[config.mk]
export PLATFORM = sky130hd
export DESIGN_NAME = rr_arbiter_n_flat
export DESIGN_NICKNAME = d
export VERILOG_FILES = /design/src/rtl/rr_arbiter_n_if.sv /design/src/rtl/rr_arbiter_n.sv /design/src/flat_wrapper.sv
export SDC_FILE = /design/constraint.sdc
export NUM_CORES = 1
export LEC_CHECK = 0
export ABC_AREA = 1
export CORE_AREA = 5 5 42 44
export DETAILED_ROUTE_END_ITERATION = 10
export DIE_AREA = 0 0 47 49
export HOLD_SLACK_MARGIN = 0.1
export SYNTH_ARGS = -nofsm -noshare
export SYNTH_HDL_FRONTEND = slang
export SYNTH_SLANG_ARGS = --single-unit
export TNS_END_PERCENT = 100
[constraint.sdc]
create_clock -name clk -period 4.1 [get_ports clk]
set_clock_uncertainty 0.2 [all_clocks]
set_input_delay 0.82 -clock clk [delete_from_list [all_inputs] [get_ports clk]]
set_output_delay 0.82 -clock clk [all_outputs]
set_load 0.01 [all_outputs]
[src/rtl/rr_arbiter_n_if.sv]
// Request/grant bundle between N bus masters and the round-robin arbiter.
// The urgent vector exists only when RR_ARB_URGENT_EN is defined.
interface rr_arbiter_n_if #(
    parameter int unsigned N = 3
);
    localparam int unsigned ID_W = $clog2(N);

    logic [N-1:0]    req;
`ifdef RR_ARB_URGENT_EN
    logic [N-1:0]    urgent;
`endif
    logic [N-1:0]    gnt;
    logic            gnt_valid;
    logic [ID_W-1:0] gnt_id;

`ifdef RR_ARB_URGENT_EN
    modport master (output req, output urgent, input gnt, input gnt_valid, input gnt_id);
    modport slave  (input req, input urgent, output gnt, output gnt_valid, output gnt_id);
`else
    modport master (output req, input gnt, input gnt_valid, input gnt_id);
    modport slave  (input req, output gnt, output gnt_valid, output gnt_id);
`endif
endinterface

[src/rtl/rr_arbiter_n.sv]
// N-requester round-robin arbiter: registered one-hot grant, rotating pointer, burst hold.
// Define RR_ARB_URGENT_EN to restrict arbitration to urgent requesters when any are present.
module rr_arbiter_n #(
    parameter int unsigned N        = 3,
    parameter int unsigned MAX_HOLD = 1
) (
    input  logic          clk,
    input  logic          reset,
    rr_arbiter_n_if.slave bus
);
    localparam int unsigned ID_W = $clog2(N);
    localparam int unsigned HW   = (MAX_HOLD > 1) ? $clog2(MAX_HOLD) : 1;

    logic [N-1:0]    r_gnt;
    logic            r_gnt_valid;
    logic [ID_W-1:0] r_gnt_id;
    logic [ID_W-1:0] r_ptr;
    logic [HW-1:0]   r_hold;

    logic [N-1:0]    w_cand;
    logic            w_hold_blk;
    logic            w_hold_ok;
    logic            w_found;
    logic [ID_W-1:0] w_win;
    logic [N-1:0]    w_gnt_nxt;
    logic            w_valid_nxt;
    logic [ID_W-1:0] w_id_nxt;
    logic [ID_W-1:0] w_ptr_nxt;
    logic [HW-1:0]   w_hold_nxt;

`ifdef RR_ARB_URGENT_EN
    logic [N-1:0] w_urg;
    assign w_urg      = bus.req & bus.urgent;
    assign w_cand     = (|w_urg) ? w_urg : bus.req;
    // A non-urgent holder loses its burst as soon as any urgent request appears.
    assign w_hold_blk = (|w_urg) && !bus.urgent[r_gnt_id];
`else
    assign w_cand     = bus.req;
    assign w_hold_blk = 1'b0;
`endif

    assign w_hold_ok = r_gnt_valid && bus.req[r_gnt_id] && !w_hold_blk &&
                       (32'(r_hold) + 32'd1 < MAX_HOLD);

    // Circular search from ptr+1; the last grantee is visited last.
    always_comb begin
        w_found = 1'b0;
        w_win   = '0;
        for (int i = 1; i <= int'(N); i++) begin
            if (!w_found && w_cand[(int'(r_ptr) + i) % int'(N)]) begin
                w_found = 1'b1;
                w_win   = ID_W'((int'(r_ptr) + i) % int'(N));
            end
        end
    end

    always_comb begin
        w_gnt_nxt   = '0;
        w_valid_nxt = 1'b0;
        w_id_nxt    = '0;
        w_ptr_nxt   = r_ptr;
        w_hold_nxt  = '0;
        if (w_hold_ok) begin
            w_gnt_nxt   = r_gnt;
            w_valid_nxt = 1'b1;
            w_id_nxt    = r_gnt_id;
            w_hold_nxt  = r_hold + HW'(1);
        end else if (w_found) begin
            w_gnt_nxt[w_win] = 1'b1;
            w_valid_nxt      = 1'b1;
            w_id_nxt         = w_win;
            w_ptr_nxt        = w_win;
        end
    end

    always_ff @(posedge clk) begin
        if (!reset) begin
            r_gnt       <= '0;
            r_gnt_valid <= 1'b0;
            r_gnt_id    <= '0;
            r_ptr       <= ID_W'(N - 1);
            r_hold      <= '0;
        end else begin
            r_gnt       <= w_gnt_nxt;
            r_gnt_valid <= w_valid_nxt;
            r_gnt_id    <= w_id_nxt;
            r_ptr       <= w_ptr_nxt;
            r_hold      <= w_hold_nxt;
        end
    end

    assign bus.gnt       = r_gnt;
    assign bus.gnt_valid = r_gnt_valid;
    assign bus.gnt_id    = r_gnt_id;
endmodule

[src/flat_wrapper.sv]
// flat-port wrapper written by rule: the top's interface ports become plain ports
module rr_arbiter_n_flat 
#(
    parameter int unsigned N        = 3,
    parameter int unsigned MAX_HOLD = 1
)
  (clk, reset, bus_req, bus_gnt, bus_gnt_valid, bus_gnt_id);
  rr_arbiter_n_if #(.N(N)) bus_i ();
  input  logic clk;
  input  logic reset;
  input wire logic [$bits(bus_i.req)-1:0] bus_req;
  output wire logic [$bits(bus_i.gnt)-1:0] bus_gnt;
  output wire logic [$bits(bus_i.gnt_valid)-1:0] bus_gnt_valid;
  output wire logic [$bits(bus_i.gnt_id)-1:0] bus_gnt_id;
  assign bus_i.req = bus_req;
  assign bus_gnt = bus_i.gnt;
  assign bus_gnt_valid = bus_i.gnt_valid;
  assign bus_gnt_id = bus_i.gnt_id;
  rr_arbiter_n #(.N(N), .MAX_HOLD(MAX_HOLD)) u_core (.clk(clk), .reset(reset), .bus(bus_i));
endmodule
==> results of run 1 <==
-- cells in the mapped netlist (all sizes together) --
| cell | instances |
|---|---|
| a31oi | 1 |
| nor3 | 1 |
| nor2 | 3 |
| inv | 14 |
| dfxtp | 8 |
| nand2 | 17 |
| nand4 | 3 |
| ha | 3 |
| o21ai | 4 |
| or2 | 1 |
| buf | 1 |
| a21oi | 2 |
| nand3 | 9 |
-- registers in the layout, indices dropped and copies added (netlist names) --
signal,flops
u_core.bus.gnt,3
u_core.bus.gnt_id,2
u_core.r_ptr,2
u_core.bus.gnt_valid,1
-- per-stage QoR --
step	std cells	total power [mW]	util (%)	hold slack [ns]	worst slack, ns
after detailed placement	92	0.454	41.0	0.291	1.73
after global routing	95	0.568	42.6	0.347	1.89
after CTS	95	0.514	42.6	0.313	1.98
after floorplan	67	0.378	-	0.256	2.37
final	95	0.508	42.6	0.306	1.98
after global placement	92	0.452	41.0	0.295	1.75
-- cells by family (layout without fill, tap and decap cells) --
family	Yosys count	count (layout)	share of synthesized area (%)
and+or+nand+nor	34	34	36.0
buffers and inverters	15	27	13.7
DFF	8	8	34.4
AOI/OAI and AO/OA	7	7	7.80
adders and majority gates	3	3	8.07
-- routing by layer --
| metal | track usage [%] | vias to the layer above | wire [um] |
|---|---|---|---|
| met4 | 1.38 | 0 | 0 |
| met2 | 12.2 | 7 | 392 |
| met3 | 6.64 | 0 | 34 |
| met5 | 0 | - | 0 |
| li1 | - | 239 | - |
| met1 | 10.8 | 173 | 405 |
-- how the worst min path moves through the flow --
stage                      end  slack [ns]  cells past startpoint
2_1_floorplan  u_core.r_ptr[1]        0.26                      2
3_3_place_gp   u_core.r_ptr[1]        0.29                      2
3_5_place_dp   u_core.r_ptr[1]        0.29                      2
4_1_cts        u_core.r_ptr[0]        0.31                      2
5_1_grt        u_core.r_ptr[1]        0.35                      2
6_report       u_core.r_ptr[0]        0.31                      2
-- where the power goes --
| part | leakage (nW) | switching (mW) | internal [mW] | total (mW) |
|---|---|---|---|---|
| registers | 0.0662 | 0.0130 | 0.114 | 0.127 |
| logic | 0.230 | 0.193 | 0.132 | 0.324 |
| clock network | 0.0138 | 0.0234 | 0.0333 | 0.0567 |
-- cell type report --
| class | instances | area [um^2] | area share, % |
|---|---|---|---|
| flip-flops and latches | 8 | 160 | 26.8 |
| well taps | 16 | 20.0 | 3.35 |
| repair buffers | 10 | 100 | 16.8 |
| inverters | 14 | 52.6 | 8.81 |
| multi-input cells | 44 | 241 | 40.5 |
| clock buffers | 3 | 22.5 | 3.77 |
-- worst register-to-register path: cells and delay by family (launching register included) --
kind | cells | cell delay, ns
flip-flops | 1 | 0.37
AND/OR/NAND/NOR | 8 | 0.57
buffers and inverters | 3 | 0.22
adder cells (fa/ha/maj) | 1 | 0.40
==> impl_results.md, run 1 <==
- Status: finished, final reports clean
- Post-synthesis sequential area ratio: 34.4%
- # IOs: 11
- Clk root buf: clkbuf_4
- Mapped Cells: 67
- Syn nets: 75
- CTS tree: yes
- FF-to-FF Start: u_core.r_ptr[0]
- Cell variety after synth: 17
- Die X: 47 um
- Worst Setup End Kind: flip-flop
- Placement row count: 14
- Layout cells sized above 1: 13.9%
- Setup TNS: 0 ns
- Max_cap viols: 0
- Worst reg2reg setup slack: 2.25 ns
- Most common cell after layout, fill and taps aside: nand2_1
- Layout Nets: 89
- Crit-path cells: clkdlybuf4s50_1, nand2_1, nand3_1, nand2_2, nand3_1, nand2_1, inv_2, nand2_1, nand2_1, nand2_1
- Worst setup SP type: input port
- First DRT Iteration DRCs: 14
- Worst r2r path cells: 12
- Skew-Pair Late Insertion Delay: 0.24 ns
- Startpoint of the worst hold path: u_core.r_ptr[0]
- Clock sinks: 8
- FF-to-FF End: u_core.r_ptr[0]
- CORE AREA: 0.00140 mm^2
- Final setup vio count: 0
- WP data required: 4.04 ns
- CP endpoint: u_core.r_ptr[0]
- Fin. max-slew vios: 0
- Die height: 49 um
- Critical setup path kind: in -> reg
- CP bufs+invs: 2
- Synthesized area per cell: 6.95 um^2
- Fmax: 0.472 GHz
- DRC: 0
- Cell area after layout: 597 um^2
- GRT Residual Overflow: 0
- LEAKAGE: 0.310 nW
- CTS resizes: 0
- Total global-route track usage: 8.75%
- GPL Wtd Cong: 0.781
- Post-synthesis register bit count: 8
- DRT Wirelength: 833 um
- Post-DP Area: 574 um^2
- Worst Tran Pin Value: 0.343 ns
- Worst hold path class: reg -> reg
- Post-DR vias/cell: 4.41
- Htree depth: 1
- Final period utilization: 51.6%
- Post-CTS Setup Bufs: 0
- Crit path depth: 10
- Worst VDD drop: 332 uV
- Clock-pin slew on the worst setup and hold paths: 0.05 ns
- Fin. Hold Viols: 0
- Commonest non-fill, non-tap cells in the layout: nand2_1, inv_1, clkdlybuf4s50_1
- Arrival @ worst endpoint: 2.05 ns
- YS warnings: 0
- CP dominant cell by count: nand2_1
- Share of the synthesized area in the top cell type: 34.4%
- CP Launch Point: bus_req[1]
- Die area: 0.00230 mm^2
- Hold_buf cts: 0
- Largest net degree at the start of global routing: 10
- Antenna viol nets, final: 0
- Top cells by area, synth: dfxtp_1, nand2_1, inv_1, ha_1, nand3_1
- Post-DP HPWL: 671 um
- Clock buffer depth: 2
- Delay-heaviest family, CP: buffers and inverters
- CP max stage delay: 0.58 ns
- P&R area growth vs syn: 28.2%
- Port Buf Inserts: 10
- Tmin final: 2.12 ns
- Mapped Area: 465 um^2
- Max-Slew Margin vs Limit: 77.0%
- First-pass GRT wire length: 1460 um
- Ant diodes: 0
- TritonCTS Buffers: 3
- Initial antenna violation count: 0
- Area leader, netlist: dfxtp_1
- RSZ-0062 raised after global routing: false
- Drt pass-1 iters: 4
- Peak fanout along the critical path: 6
- Initial core utilization: 33.2%
- Routed WL per cell: 8.77 um
- Vias: 419
- Power per cell area: 851 mW/mm^2
- Final-layout fill cell count: 159
- Vias in the first global route: 356
- Crit-path slowest cell: clkdlybuf4s50_1
(Power assumes the default switching activity.)
==> run 2: changes to the inputs <==
==> constraint.sdc (replaced) <==
create_clock -name clk -period 1.81 [get_ports clk]
set_clock_uncertainty 0.2 [all_clocks]
set_input_delay 0.362 -clock clk [delete_from_list [all_inputs] [get_ports clk]]
set_output_delay 0.362 -clock clk [all_outputs]
set_load 0.01 [all_outputs]
==> impl_results.md, run 2 (synthesis results as in run 1) <==
- Status: finished, final reports clean
- Worst hold path class: reg -> reg
- Setup TNS: 0 ns (unchanged)
- Max-Slew Margin vs Limit: 85.6% (+8.6 points)
- CP max stage delay: 0.52 ns (-0.06 ns)
- Post-DR vias/cell: 4.68 (+6.1%)
- Final-layout fill cell count: 151 (-5.0%)
- Die height: 49 um (unchanged)
- Die X: 47 um (unchanged)
- Worst Tran Pin Value: 0.216 ns (-0.128 ns)
- Largest register FFs: 3 (unchanged)
- Crit-path slowest cell: clkdlybuf4s50_1
- WP data required: 1.25 ns (-2.79 ns)
- Fin. max-slew vios: 0 (unchanged)
- Worst setup SP type: flip-flop
- Placed cells: 94 (+2.2%)
- GRT Residual Overflow: 0 (unchanged)
- Worst Setup End Kind: output port
- Antenna viol nets, final: 0 (unchanged)
- Layout Nets: 91 (+2.2%)
- Post-CTS Setup Bufs: 0 (unchanged)
- Power per cell area: 2010 mW/mm^2 (+140%)
- Final period utilization: 90.8%
- Fin. Hold Viols: 0 (unchanged)
- Die area: 0.00230 mm^2 (unchanged)
- Layout cells sized above 1: 18.5% (+4.6 points)
- Max_cap viols: 0 (unchanged)
- RSZ-0062 raised after global routing: false
- Initial core utilization: 33.2% (unchanged)
- Delay-heaviest family, CP: buffers and inverters
- Skew-Pair Late Insertion Delay: 0.25 ns (about the same)
- Vias: 454 (+8.4%)
- Largest net degree at the start of global routing: 10 (unchanged)
- Clock buffer depth: 2 (unchanged)
- Drt pass-1 iters: 4 (unchanged)
- Worst VDD drop: 786 uV (+140%)
- CTS tree: yes
- First-pass GRT wire length: 1480 um (+0.96%)
- Fmax: 0.608 GHz
- Htree depth: 1 (unchanged)
- Most common cell after layout, fill and taps aside: nand2_1
- Seq. cell area: 161 um^2 (+0.78%)
- Ant diodes: 0 (unchanged)
- Total global-route track usage: 8.96% (+0.21 points)
- LEAKAGE: 0.321 nW (+3.4%)
- Cell area after layout: 626 um^2 (+4.8%)
- P&R area growth vs syn: 34.4%
- Port Buf Inserts: 10 (unchanged)
- Vias in the first global route: 350 (-1.7%)
- Clock sinks: 8 (unchanged)
- Finished Layout Cells: 97 (+2.1%)
- Routed WL per cell: 9.07 um (+3.5%)
- Initial antenna violation count: 0 (unchanged)
- Final setup vio count: 0 (unchanged)
- Clk root buf: clkbuf_4
- Hold WS: 0.313 ns (+0.00670 ns)
- Peak fanout along the critical path: 1 (-5)
- Clock-pin slew on the worst setup and hold paths: 0.06 ns (about the same)
- Tmin final: 1.64 ns
- Multi-input gate area: 254 um^2 (+5.2%)
- TritonCTS Buffers: 3 (unchanged)
- Post-layout util: 44.6% (+2.1 points)
- Arrival @ worst endpoint: 1.08 ns (-0.97 ns)
- First DRT Iteration DRCs: 10 (-4)
- Crit-path cells: clkdlybuf4s50_1
- GPL Wtd Cong: 0.794 (+1.7%)
- Commonest non-fill, non-tap cells in the layout: nand2_1, inv_1, clkdlybuf4s50_1
- Post-DP HPWL: 697 um (+3.9%)
- Post-DP Area: 589 um^2 (+2.6%)
- Worst reg2reg setup slack: 0.17 ns (-2.08 ns)
- Critical setup path kind: reg -> out
- DRC: 0 (unchanged)
- Placement row count: 14 (unchanged)
- DRT Wirelength: 880 um (+5.6%)
- CP bufs+invs: 1 (-1)
- CORE AREA: 0.00140 mm^2 (unchanged)
- # IOs: 11 (unchanged)
[run 2: timing repair]
| action | in CTS | in global routing |
|---|---|---|
| endpoints found under the setup margin | 0 | 7 |
| hold buffers | 0 | 0 |
| resized for setup | 0 | 4 |
[run 2: worst paths after layout]
check,to,cells after the start,from
setup / recovery,bus_gnt_id[1],1,u_core.bus.gnt_id[1]
hold / removal,u_core.r_ptr[1],2,u_core.r_ptr[1]
setup reg to reg,u_core.bus.gnt[0],8,u_core.r_ptr[0]
hold reg to reg,u_core.r_ptr[1],2,u_core.r_ptr[1]
[run 2: power by group]
part,leakage (nW),switching (mW),total (mW),internal (mW)
logic,0.241,0.462,0.836,0.374
clock network,0.0138,0.0597,0.135,0.0758
registers,0.0661,0.0281,0.288,0.260
[run 2: per-stage QoR]
| stage | setup slack, ns | power [mW] |
|---|---|---|
| finish | 0.167 | 1.26 |
| global route | 0.00398 | 1.39 |
| CTS | 0.0318 | 1.21 |
| detailed placement | -0.0911 | 1.07 |
| global placement | -0.0718 | 1.06 |
| floorplan | 0.116 | 0.857 |
[run 2: area by class of cell]
cell class              instances  area share [%]
clock buffers                   3            3.60
repair buffers                 12            18.4
inverters                      14            8.40
multi-input cells              44            40.6
flip-flops and latches          8            25.8
well taps                      16            3.20
[run 2: worst reg2reg max path: stages, from the launching register on]
cell     delay, ns
dfxtp_1       0.30
buf_4         0.13
ha_1          0.24
o21ai_1       0.16
nand2_1       0.10
inv_1         0.08
nand4_1       0.16
nand2_1       0.12
nor2_1        0.04
[run 2: per-layer routing]
metal	track usage (%)	wire length, um
met1	11.9	397
met5	0	0
met4	4.15	0
met2	11.1	423
met3	5.54	59
